$ cat config.mk
export PLATFORM = sky130hd
export DESIGN_NAME = sdram_frame_sched
export DESIGN_NICKNAME = d
export VERILOG_FILES = /design/src/rtl/sdram_sched_pkg.sv /design/src/rtl/sched_bank_rot.sv /design/src/rtl/sdram_frame_sched.sv
export SDC_FILE = /design/constraint.sdc
export NUM_CORES = 1
export LEC_CHECK = 0
export ABC_CLOCK_PERIOD_IN_PS = 5850
export BUFFER_PORTS_ARGS = -buffer_cell sky130_fd_sc_hd__buf_2
export CAP_MARGIN = 40
export CORE_MARGIN = 5
export CORE_UTILIZATION = 55
export DETAILED_ROUTE_END_ITERATION = 16
export PLACE_DENSITY = 0.8
export SLEW_MARGIN = 0
export SYNTH_ARGS = -nofsm -noshare
export SYNTH_HDL_FRONTEND = slang
export SYNTH_SLANG_ARGS = --single-unit
$ cat constraint.sdc
create_clock -name clk_i -period 5.85 [get_ports clk_i]
set_input_delay 0.8775 -clock clk_i [delete_from_list [all_inputs] [get_ports clk_i]]
set_output_delay 0.8775 -clock clk_i [all_outputs]
set_load 0.005 [all_outputs]
$ cat src/rtl/sdram_sched_pkg.sv
// Shared types and helpers for the SDRAM frame scheduler.
// Contents: scheduler state enum, grant enum, column width, bank count,
//    next_bank() which picks the one bank in 0..N_BANKS-1 that is neither argument.
package sdram_sched_pkg;

   typedef enum logic [1:0] {
      S_IDLE = 2'd0,
      S_WR   = 2'd1,
      S_RD   = 2'd2
   } state_e;

   typedef enum logic {
      RD = 1'b0,
      WR = 1'b1
   } grant_e;

   localparam int COL_W   = 9;
   localparam int N_BANKS = 3;

   // Lowest-numbered bank in 0..N_BANKS-1 that differs from both a and b.
   // Bank 3 can never be returned.
   function automatic logic [1:0] next_bank(input logic [1:0] a, input logic [1:0] b);
      logic [1:0] r;
      r = 2'd0;
      for (int i = N_BANKS - 1; i >= 0; i--) begin
         if (2'(i) != a && 2'(i) != b) r = 2'(i);
      end
      return r;
   endfunction

endpackage

$ cat src/rtl/sched_bank_rot.sv
// Triple-buffer bank rotation: tracks write bank, display bank and newest complete frame.
// Latency: bank changes are visible the cycle after the event strobe.
// Backpressure: none; events are strobes qualified by the scheduler (idle only).
// Ports: clk_i/rst_n_i (sync active-low), cam_evt_i/vga_evt_i frame events,
//    wr_full_i (current write frame complete), wr_bank_o, rd_bank_o.
module sched_bank_rot
   import sdram_sched_pkg::*;
(
   input  logic       clk_i,
   input  logic       rst_n_i,
   input  logic       cam_evt_i,
   input  logic       vga_evt_i,
   input  logic       wr_full_i,
   output logic [1:0] wr_bank_o,
   output logic [1:0] rd_bank_o
);

   logic [1:0] wr_bank_q, wr_bank_d;
   logic [1:0] rd_bank_q, rd_bank_d;
   logic [1:0] newest_q,  newest_d;

   always_comb begin
      wr_bank_d = wr_bank_q;
      rd_bank_d = rd_bank_q;
      newest_d  = newest_q;
      // Camera first: a completed frame becomes newest and writing moves to the
      // bank neither displayed nor newest. An incomplete frame is simply rewritten.
      if (cam_evt_i && wr_full_i) begin
         newest_d  = wr_bank_q;
         wr_bank_d = next_bank(rd_bank_q, wr_bank_q);
      end
      // VGA sees the newest value including a same-cycle camera update.
      if (vga_evt_i) rd_bank_d = newest_d;
   end

   always_ff @(posedge clk_i) begin
      if (!rst_n_i) begin
         wr_bank_q <= 2'd0;
         rd_bank_q <= 2'd2;
         newest_q  <= 2'd2;
      end else begin
         wr_bank_q <= wr_bank_d;
         rd_bank_q <= rd_bank_d;
         newest_q  <= newest_d;
      end
   end

   assign wr_bank_o = wr_bank_q;
   assign rd_bank_o = rd_bank_q;

endmodule

$ cat src/rtl/sdram_frame_sched.sv
// Shares one SDRAM burst channel between camera writes and VGA reads, triple-buffered.
// Latency: grant decided in idle, sd_req_o asserted next cycle; >=1 idle cycle between bursts.
// Backpressure: request held with stable sd_wr_o/sd_addr_o until sd_ack_i; frame events deferred.
// Ports: clk_i, rst_n_i (sync active-low), cam/vga_frame_start_i pulses, wr/rd_fifo_used_i levels,
//    sd_req_o/sd_wr_o/sd_addr_o/sd_ack_i burst channel, wr/rd_fifo_clear_o pulses,
//    wr_bank_o/rd_bank_o, wr_frame_done_o. Macro FRAME_SCHED_STATS_EN adds
//    wr_rows_last_o, rd_rows_last_o, rd_underrun_o.
module sdram_frame_sched
   import sdram_sched_pkg::*;
#(
   parameter int unsigned FRAME_ROWS   = 750,
   parameter int unsigned WR_HIGH_MARK = 512,
   parameter int unsigned RD_LOW_MARK  = 512,
   parameter int unsigned RD_URGENT    = 128
) (
   input  logic        clk_i,
   input  logic        rst_n_i,
   input  logic        cam_frame_start_i,
   input  logic        vga_frame_start_i,
   input  logic [10:0] wr_fifo_used_i,
   input  logic [10:0] rd_fifo_used_i,
   output logic        sd_req_o,
   output logic        sd_wr_o,
   output logic [23:0] sd_addr_o,
   input  logic        sd_ack_i,
   output logic        wr_fifo_clear_o,
   output logic        rd_fifo_clear_o,
   output logic [1:0]  wr_bank_o,
   output logic [1:0]  rd_bank_o,
`ifdef FRAME_SCHED_STATS_EN
   output logic [12:0] wr_rows_last_o,
   output logic [12:0] rd_rows_last_o,
   output logic        rd_underrun_o,
`endif
   output logic        wr_frame_done_o
);

   localparam logic [12:0] FRAME_ROWS_C = 13'(FRAME_ROWS);
   localparam logic [10:0] WR_HIGH_C    = 11'(WR_HIGH_MARK);
   localparam logic [10:0] RD_LOW_C     = 11'(RD_LOW_MARK);
   localparam logic [10:0] RD_URGENT_C  = 11'(RD_URGENT);

   state_e      state_q, state_d;
   grant_e      last_q, last_d;
   logic [12:0] wr_row_q, wr_row_d;
   logic [12:0] rd_row_q, rd_row_d;
   logic [23:0] addr_q, addr_d;
   logic        wr_clr_q, wr_clr_d;
   logic        rd_clr_q, rd_clr_d;
   logic        cam_pend_q, cam_pend_d;
   logic        vga_pend_q, vga_pend_d;

   logic idle, cam_evt, vga_evt, wr_ok, rd_ok, rd_urgent, wr_full;

   assign idle      = (state_q == S_IDLE);
   assign cam_evt   = idle && (cam_frame_start_i || cam_pend_q);
   assign vga_evt   = idle && (vga_frame_start_i || vga_pend_q);
   assign wr_full   = (wr_row_q == FRAME_ROWS_C);
   assign wr_ok     = (wr_fifo_used_i >= WR_HIGH_C) && (wr_row_q < FRAME_ROWS_C);
   assign rd_ok     = (rd_fifo_used_i <= RD_LOW_C) && (rd_row_q < FRAME_ROWS_C);
   assign rd_urgent = (rd_fifo_used_i < RD_URGENT_C);

   sched_bank_rot u_rot (
      .clk_i     (clk_i),
      .rst_n_i   (rst_n_i),
      .cam_evt_i (cam_evt),
      .vga_evt_i (vga_evt),
      .wr_full_i (wr_full),
      .wr_bank_o (wr_bank_o),
      .rd_bank_o (rd_bank_o)
   );

   always_comb begin
      state_d    = state_q;
      last_d     = last_q;
      wr_row_d   = wr_row_q;
      rd_row_d   = rd_row_q;
      addr_d     = addr_q;
      wr_clr_d   = 1'b0;
      rd_clr_d   = 1'b0;
      cam_pend_d = cam_pend_q;
      vga_pend_d = vga_pend_q;

      case (state_q)
         S_IDLE: begin
            cam_pend_d = 1'b0;
            vga_pend_d = 1'b0;
            if (cam_evt) begin
               wr_row_d = 13'd0;
               wr_clr_d = 1'b1;
            end
            if (vga_evt) begin
               rd_row_d = 13'd0;
               rd_clr_d = 1'b1;
            end
            // A serviced frame event takes the whole idle cycle; rows were just reset.
            if (!cam_evt && !vga_evt) begin
               if (wr_ok && (!rd_ok || (!rd_urgent && last_q == RD))) begin
                  state_d = S_WR;
                  last_d  = WR;
                  addr_d  = {wr_bank_o, wr_row_q, {COL_W{1'b0}}};
               end else if (rd_ok) begin
                  state_d = S_RD;
                  last_d  = RD;
                  addr_d  = {rd_bank_o, rd_row_q, {COL_W{1'b0}}};
               end
            end
         end
         S_WR, S_RD: begin
            // Outstanding bursts are never aborted; remember events for the next idle cycle.
            cam_pend_d = cam_pend_q | cam_frame_start_i;
            vga_pend_d = vga_pend_q | vga_frame_start_i;
            if (sd_ack_i) begin
               state_d = S_IDLE;
               if (state_q == S_WR) begin
                  if (wr_row_q != FRAME_ROWS_C) wr_row_d = wr_row_q + 13'd1;
               end else begin
                  if (rd_row_q != FRAME_ROWS_C) rd_row_d = rd_row_q + 13'd1;
               end
            end
         end
         default: state_d = S_IDLE;
      endcase
   end

   always_ff @(posedge clk_i) begin
      if (!rst_n_i) begin
         state_q    <= S_IDLE;
         last_q     <= RD;
         wr_row_q   <= 13'd0;
         rd_row_q   <= 13'd0;
         addr_q     <= 24'd0;
         wr_clr_q   <= 1'b0;
         rd_clr_q   <= 1'b0;
         cam_pend_q <= 1'b0;
         vga_pend_q <= 1'b0;
      end else begin
         state_q    <= state_d;
         last_q     <= last_d;
         wr_row_q   <= wr_row_d;
         rd_row_q   <= rd_row_d;
         addr_q     <= addr_d;
         wr_clr_q   <= wr_clr_d;
         rd_clr_q   <= rd_clr_d;
         cam_pend_q <= cam_pend_d;
         vga_pend_q <= vga_pend_d;
      end
   end

   assign sd_req_o        = (state_q != S_IDLE);
   assign sd_wr_o         = (state_q == S_WR);
   assign sd_addr_o       = addr_q;
   assign wr_fifo_clear_o = wr_clr_q;
   assign rd_fifo_clear_o = rd_clr_q;
   assign wr_frame_done_o = wr_full;

`ifdef FRAME_SCHED_STATS_EN
   logic [12:0] wr_rows_last_q, rd_rows_last_q;
   logic        rd_underrun_q;

   always_ff @(posedge clk_i) begin
      if (!rst_n_i) begin
         wr_rows_last_q <= 13'd0;
         rd_rows_last_q <= 13'd0;
         rd_underrun_q  <= 1'b0;
      end else begin
         if (cam_evt) wr_rows_last_q <= wr_row_q;
         if (vga_evt) rd_rows_last_q <= rd_row_q;
         // Empty FIFO mid-frame means the display starved; sticky for software.
         if (rd_fifo_used_i == 11'd0 && rd_row_q != 13'd0 && rd_row_q < FRAME_ROWS_C)
            rd_underrun_q <= 1'b1;
      end
   end

   assign wr_rows_last_o = wr_rows_last_q;
   assign rd_rows_last_o = rd_rows_last_q;
   assign rd_underrun_o  = rd_underrun_q;
`endif

endmodule

==> impl_metrics.json, run 1 <==
{
  "hold_ws_ns": 0.480,
  "avgSynthCellArea_um2": 8.26,
  "fmax_mhz": 319,
  "p_sw_uw": 267,
  "power.leakage_nw": 1.23,
  "cts.sinks": 54,
  "p_per_area_nw_per_um2": 284,
  "power.internal_uw": 650,
  "rrSetupSlack_ns": 2.80,
  "tns_ns": 0,
  "dr.pass1.iters": 5,
  "place_ws_ns": 2.50,
  "use_met1_pct": 28.6,
  "drtAntennaViolNets": 0,
  "cts.path.max_buffers": 2,
  "synth-edff-count": 0,
  "grt_pass1_vias": 2614,
  "tightest_slew_ns": 0.625,
  "place.gp.congestion": 0.893,
  "track_usage_pct": 22.3,
  "top_usage_layer": "met2",
  "dpl_cell_area_um2": 3090,
  "critPathMaxFanout": 12,
  "wl_per_cell_um": 15.9,
  "period_share_pct": 53.6,
  "synth_cells": 349,
  "num_rows": 26,
  "finish.instance_area_um2": 3230,
  "r2r_start": "state_q[0]",
  "cts_root_buf": "clkbuf_8",
  "core-area_um2": 5110,
  "layout.cells.non_filler": 453,
  "n_antenna_cell": 0,
  "grt_max_degree": 22,
  "via_count": 2788,
  "cts_resized": 0,
  "critical_path_class": "in -> reg",
  "maxSlewViolCount": 0,
  "worst_slew_margin_rel_pct": 57.9,
  "fin_nets": 416,
  "die_area_um2": 6790,
  "clk_latency_ns": 0.30,
  "postCtsSetupBuffers": 0,
  "reg2regPathDepth": 7,
  "skew_ns": 0.00735,
  "grt-ovfl-total": 0,
  "rsz0062_at_grt": "no",
  "synth_cell_types": 52,
  "yosys_warnings": 0,
  "endpoint": "sd_addr_o[15]",
  "clkTransAtPathRegs_ns": 0.09,
  "crit_arrival_ns": 3.29,
  "drcViolationCount": 0,
  "multi_input_area_um2": 1610,
  "area_growth_pct": 12.2,
  "total_power_uw": 917,
  "final-setup-viol-count": 0,
  "ys_ff_latch": 54,
  "htree_num_levels": 2,
  "cpLargestDelayFamily": "compound AO/OA/AOI/OAI gates",
  "die_w_um": 82.4,
  "synth_area_um2": 2880,
  "path_buf_inv": 1,
  "fin_util_pct": 63.3,
  "power.share.switching_pct": 29.1,
  "startpoint_type": "input port",
  "crit_slowest_cell": "nor4_4",
  "path_cells": "buf_2 > o21ai_0 > nand3_1 > nor4_4 > a21boi_0 > a221oi_1",
  "drtIter0Drc": 210,
  "antenna_found_initial": 0,
  "layout_commonest_cell": "dfxtp_1",
  "numCtsBuffers": 5,
  "p_seq_share_pct": 45.2,
  "pin_count": 60,
  "io_buffers": 41,
  "combPwrFrac_pct": 21.8,
  "dp_cells": 445,
  "hold_viol_final": 0,
  "synth-main-ff-cell": "dfxtp_1",
  "drv_cap": 0,
  "hpwl_mm": 5.13,
  "min_path_type": "reg -> reg",
  "grt_first_pass_wirelength_mm": 11.8,
  "grt.met2_usage_pct": 36.9,
  "status": "complete, no violations",
  "crit_path_start": "vga_frame_start_i",
  "seq_area_frac_synth_pct": 37.5,
  "cts.hold.buffers_added": 0,
  "async_reset_ff_share_pct": 0,
  "timing.rr.end": "sd_addr_o[15]",
  "clkPwrFrac_pct": 33.0,
  "ir_drop_v": 0.000142,
  "cp.required_ns": 6.01,
  "drive_gt1_share_pct": 16.2,
  "routed_wl_mm": 7.19,
  "vias_per_cell": 6.15,
  "cts_tree": "yes",
  "final_cell_mix": "54 x dfxtp_1, 41 x buf_2, 30 x a21oi_1, 29 x nor2_1, 24 x o21ai_0",
  "path_depth": 6,
  "seq_area_um2": 1080,
  "start_util_pct": 56.4,
  "nFillCells": 458,
  "cpPeakStageDelay_ns": 0.59,
  "grt_util_met3_pct": 4.45,
  "layout_setup_ws_ns": 2.71,
  "min_period_ns": 3.14,
  "end_kind": "flip-flop",
  "dieHeight_um": 82.4
}
-- worst min path at each step --
stage | startpoint | end | cells after the start
floorplan | u_rot.newest_q[1] | u_rot.newest_q[1] | 2
global placement | sd_addr_o[22] | sd_addr_o[22] | 2
detailed placement | sd_addr_o[22] | sd_addr_o[22] | 2
CTS | sd_addr_o[22] | sd_addr_o[22] | 2
global route | sd_addr_o[20] | sd_addr_o[20] | 1
finish | sd_addr_o[13] | sd_addr_o[13] | 2
-- worst reg2reg max path, delay by kind of cell, from the launching register on --
family,cells,cell delay [ns]
AOI/OAI and AO/OA,3,0.98
adders and majority gates,1,0.32
buffers and inverters,1,0.09
DFF,1,0.39
and+or+nand+nor,2,1.11
-- cell usage after synthesis (2+ instances only) --
library cell | instances | area share (%)
dfxtp_1 | 54 | 38
a21oi_1 | 30 | 5.2
nor2_1 | 29 | 3.8
o21ai_0 | 24 | 4.2
inv_1 | 20 | 2.6
nand2_1 | 17 | 2.2
clkbuf_1 | 13 | 1.7
o31ai_1 | 12 | 3.1
buf_4 | 10 | 2.6
or3_1 | 9 | 2.0
or4_1 | 9 | 2.3
nand4_1 | 8 | 1.7
nor3_1 | 8 | 1.4
and3_1 | 7 | 1.5
ha_1 | 7 | 3.0
nand3_1 | 7 | 1.2
a311oi_1 | 5 | 1.5
a31oi_1 | 5 | 1.1
o2111ai_1 | 5 | 1.5
xnor2_1 | 5 | 1.5
a221oi_1 | 4 | 1.2
nor4_1 | 4 | 0.87
o21a_1 | 4 | 1.0
xor2_1 | 4 | 1.2
a211oi_1 | 3 | 0.78
a31o_2 | 3 | 0.91
and2_1 | 3 | 0.65
buf_2 | 3 | 0.52
mux2i_1 | 3 | 1.0
nand2b_1 | 3 | 0.65
nand4b_1 | 3 | 0.91
o211ai_1 | 3 | 0.78
o41ai_1 | 3 | 0.91
a21boi_0 | 2 | 0.52
and4_1 | 2 | 0.61
or2_2 | 2 | 0.43
-- logic make-up (layout without fill, tap and decap cells) --
family	count (synthesis)	in the layout	synth area share (%)
AOI/OAI and AO/OA	110	110	25.0
adders and majority gates	7	7	3.04
xor gates and xnor gates	9	9	2.74
muxes	3	3	1.04
other	1	9	0.130
buffers and inverters	47	73	7.60
DFF	54	54	37.5
and+or+nand+nor	118	118	22.9
-- flip-flops by register name, indices dropped and copies added (netlist names) --
signal and cells:
rd_fifo_clear_o 1, state_q 2, u_rot.rd_bank_o 2, wr_row_q 13
u_rot.wr_bank_o 2, vga_pend_q 1, sd_addr_o 15, last_q 1
cam_pend_q 1, u_rot.newest_q 2, rd_row_q 13, wr_fifo_clear_o 1
-- power groups by stage --
stage | Clock (mW) | Combinational, mW | Sequential [mW]
after floorplan | 0 | 0.136 | 0.419
after global placement | 0 | 0.189 | 0.421
after detailed placement | 0 | 0.192 | 0.422
after CTS | 0.305 | 0.199 | 0.414
after global routing | 0.328 | 0.220 | 0.418
final | 0.302 | 0.200 | 0.415
-- layout make-up --
type                            count  area share (%)
Clock buffer                        6            2.55
Timing Repair Buffer               45            7.28
Multi-Input combinational cell    256            49.8
Tap cell                           70            2.71
Sequential cell                    54            33.4
Inverter                           20            2.32
Clock inverter                      2            1.86
-- per-layer routing --
metal  part of all wire [%]  vias to the layer above
met5                      0                        -
li1                       -                     1350
met2                     47                      132
met4                    1.5                        0
met1                     44                     1296
met3                    8.1                       10
(Power assumes the default switching activity.)
==> run 2: changes to the inputs <==
Settings changed: ABC_CLOCK_PERIOD_IN_PS 5850 to 3300.
Clock period 5.85 ns to 3.3 ns, I/O delays scaled along.
==> impl_metrics.json, run 2 (synthesis results as in run 1) <==
{
  "die_w_um": 82.4,
  "core-area_um2": 5110,
  "path_cells": "inv_1 > ha_1 > o21ai_0 > buf_4 > nand3_1 > buf_4 > nor4_4 > a21boi_0 > a221oi_1",
  "dieHeight_um": 82.4,
  "largest_reg_flops": 15,
  "tns_ns": 0,
  "final_cell_mix": "54 x dfxtp_1, 41 x buf_2, 30 x a21oi_1, 29 x nor2_1, 24 x o21ai_0",
  "worstHoldPathCells": 3,
  "end_kind": "flip-flop",
  "n_antenna_cell": 0,
  "hold_viol_final": 0,
  "p_per_area_nw_per_um2": 453,
  "worst_slew_margin_rel_pct": 60.8,
  "grt_max_degree": 22,
  "cts_resized": 0,
  "cpPeakStageDelay_ns": 0.52,
  "wl_per_cell_um": 15.0,
  "io_buffers": 41,
  "period_share_pct": 78.7,
  "numCtsBuffers": 5,
  "min-delay-start": "cam_frame_start_i",
  "start_util_pct": 56.4,
  "crit_arrival_ns": 2.76,
  "hpwl_mm": 5.15,
  "dr.pass1.iters": 5,
  "htree_num_levels": 2,
  "place.gp.congestion": 0.885,
  "crit_slowest_cell": "a21boi_0",
  "pin_count": 60,
  "r2r_start": "state_q[0]",
  "startpoint_type": "flip-flop",
  "rrSetupSlack_ns": 0.70,
  "drv_cap": 0,
  "via_count": 2718,
  "area_growth_pct": 11.1,
  "place_ws_ns": 0.698,
  "cts_root_buf": "clkbuf_8",
  "antenna_found_initial": 0,
  "cts.path.max_buffers": 2,
  "clkTransAtPathRegs_ns": 0.10,
  "grt_first_pass_wirelength_mm": 11.2,
  "clk_latency_ns": 0.31,
  "maxSlewViolCount": 0,
  "cpMostUsedCell": "buf_4",
  "reg2regPathDepth": 9,
  "min_delay_worst_endpoint": "cam_pend_q",
  "tightest_slew_ns": 0.583,
  "track_usage_pct": 21.3,
  "cp.required_ns": 3.46,
  "timing.rr.end": "sd_addr_o[15]",
  "cts.sinks": 54,
  "num_rows": 26,
  "ir_drop_v": 0.000221,
  "drtAntennaViolNets": 0,
  "grt_pass1_vias": 2491,
  "rsz0062_at_grt": "no",
  "fmax_mhz": 385,
  "drcViolationCount": 0,
  "layout_setup_ws_ns": 0.702,
  "vias_per_cell": 5.96,
  "crit_path_start": "state_q[0]",
  "cts.hold.buffers_added": 0,
  "layout_commonest_cell": "dfxtp_1",
  "skew_ns": 0.00720,
  "drtIter0Drc": 160,
  "postCtsSetupBuffers": 0,
  "min_period_ns": 2.60,
  "power.leakage_nw": 1.22,
  "die_area_um2": 6790,
  "fin_nets": 420,
  "cts_tree": "yes",
  "routed_wl_mm": 6.86,
  "critPathMaxFanout": 12,
  "critical_path_class": "reg -> reg",
  "grt-ovfl-total": 0,
  "drive_gt1_share_pct": 16.6,
  "final-setup-viol-count": 0,
  "status": "complete, no violations",
  "min_path_type": "in -> reg"
}
[run 2: cell count changes in the layout (fill, tap and decap cells not counted), sizes merged]
cell	change
buf	+4
bufinv	-2
clkinvlp	+1
[run 2: worst max-delay path: cells and delay by family, from the launching register on]
kind	cells	cell delay, ns
adders and majority gates	1	0.32
DFF	1	0.39
AOI/OAI and AO/OA	3	0.79
and+or+nand+nor	2	0.51
buffers and inverters	3	0.45
[run 2: how the worst max path moves through the flow]
stage               endpoint  cells past startpoint
6_report       sd_addr_o[15]                      9
4_1_cts        sd_addr_o[13]                      9
5_1_grt        sd_addr_o[13]                      9
2_1_floorplan   wr_row_q[12]                      7
3_3_place_gp   sd_addr_o[14]                      6
3_5_place_dp   sd_addr_o[13]                      6
[run 2: cell type report]
cell class	count	area (µm²)
Fill cell	466	1910
Tap cell	70	87.6
Clock inverter	1	7.51
Sequential cell	54	1080
Timing Repair Buffer	49	265
Clock buffer	6	72.6
Multi-Input combinational cell	256	1610
Inverter	20	75.1
[run 2: metrics by stage]
step / instances / hold slack (ns) / utilization (%) / cell area, µm² / total power, mW
CTS: 456 / 0.444 / 62.7 / 3200 / 1.46
global route: 456 / 0.472 / 62.7 / 3200 / 1.54
finish: 456 / 0.446 / 62.7 / 3200 / 1.45
detailed placement: 449 / 0.452 / 61.1 / 3120 / 1.10
floorplan: 357 / 0.442 / - / 2910 / 0.985
global placement: 449 / 0.445 / 61.1 / 3120 / 1.10
[run 2: power breakdown]
group / internal (mW) / total (mW) / switching (mW)
registers: 0.698 / 0.733 / 0.0356
clock network: 0.146 / 0.358 / 0.212
logic: 0.141 / 0.359 / 0.218
[run 2: routing by layer]
layer	GRT usage (%)	wire length, µm	vias up
li1	-	-	1359
met1	27.0	3180	1254
met2	35.9	3120	97
met3	4.45	455	8
met4	6.98	106	0
met5	0	0	-
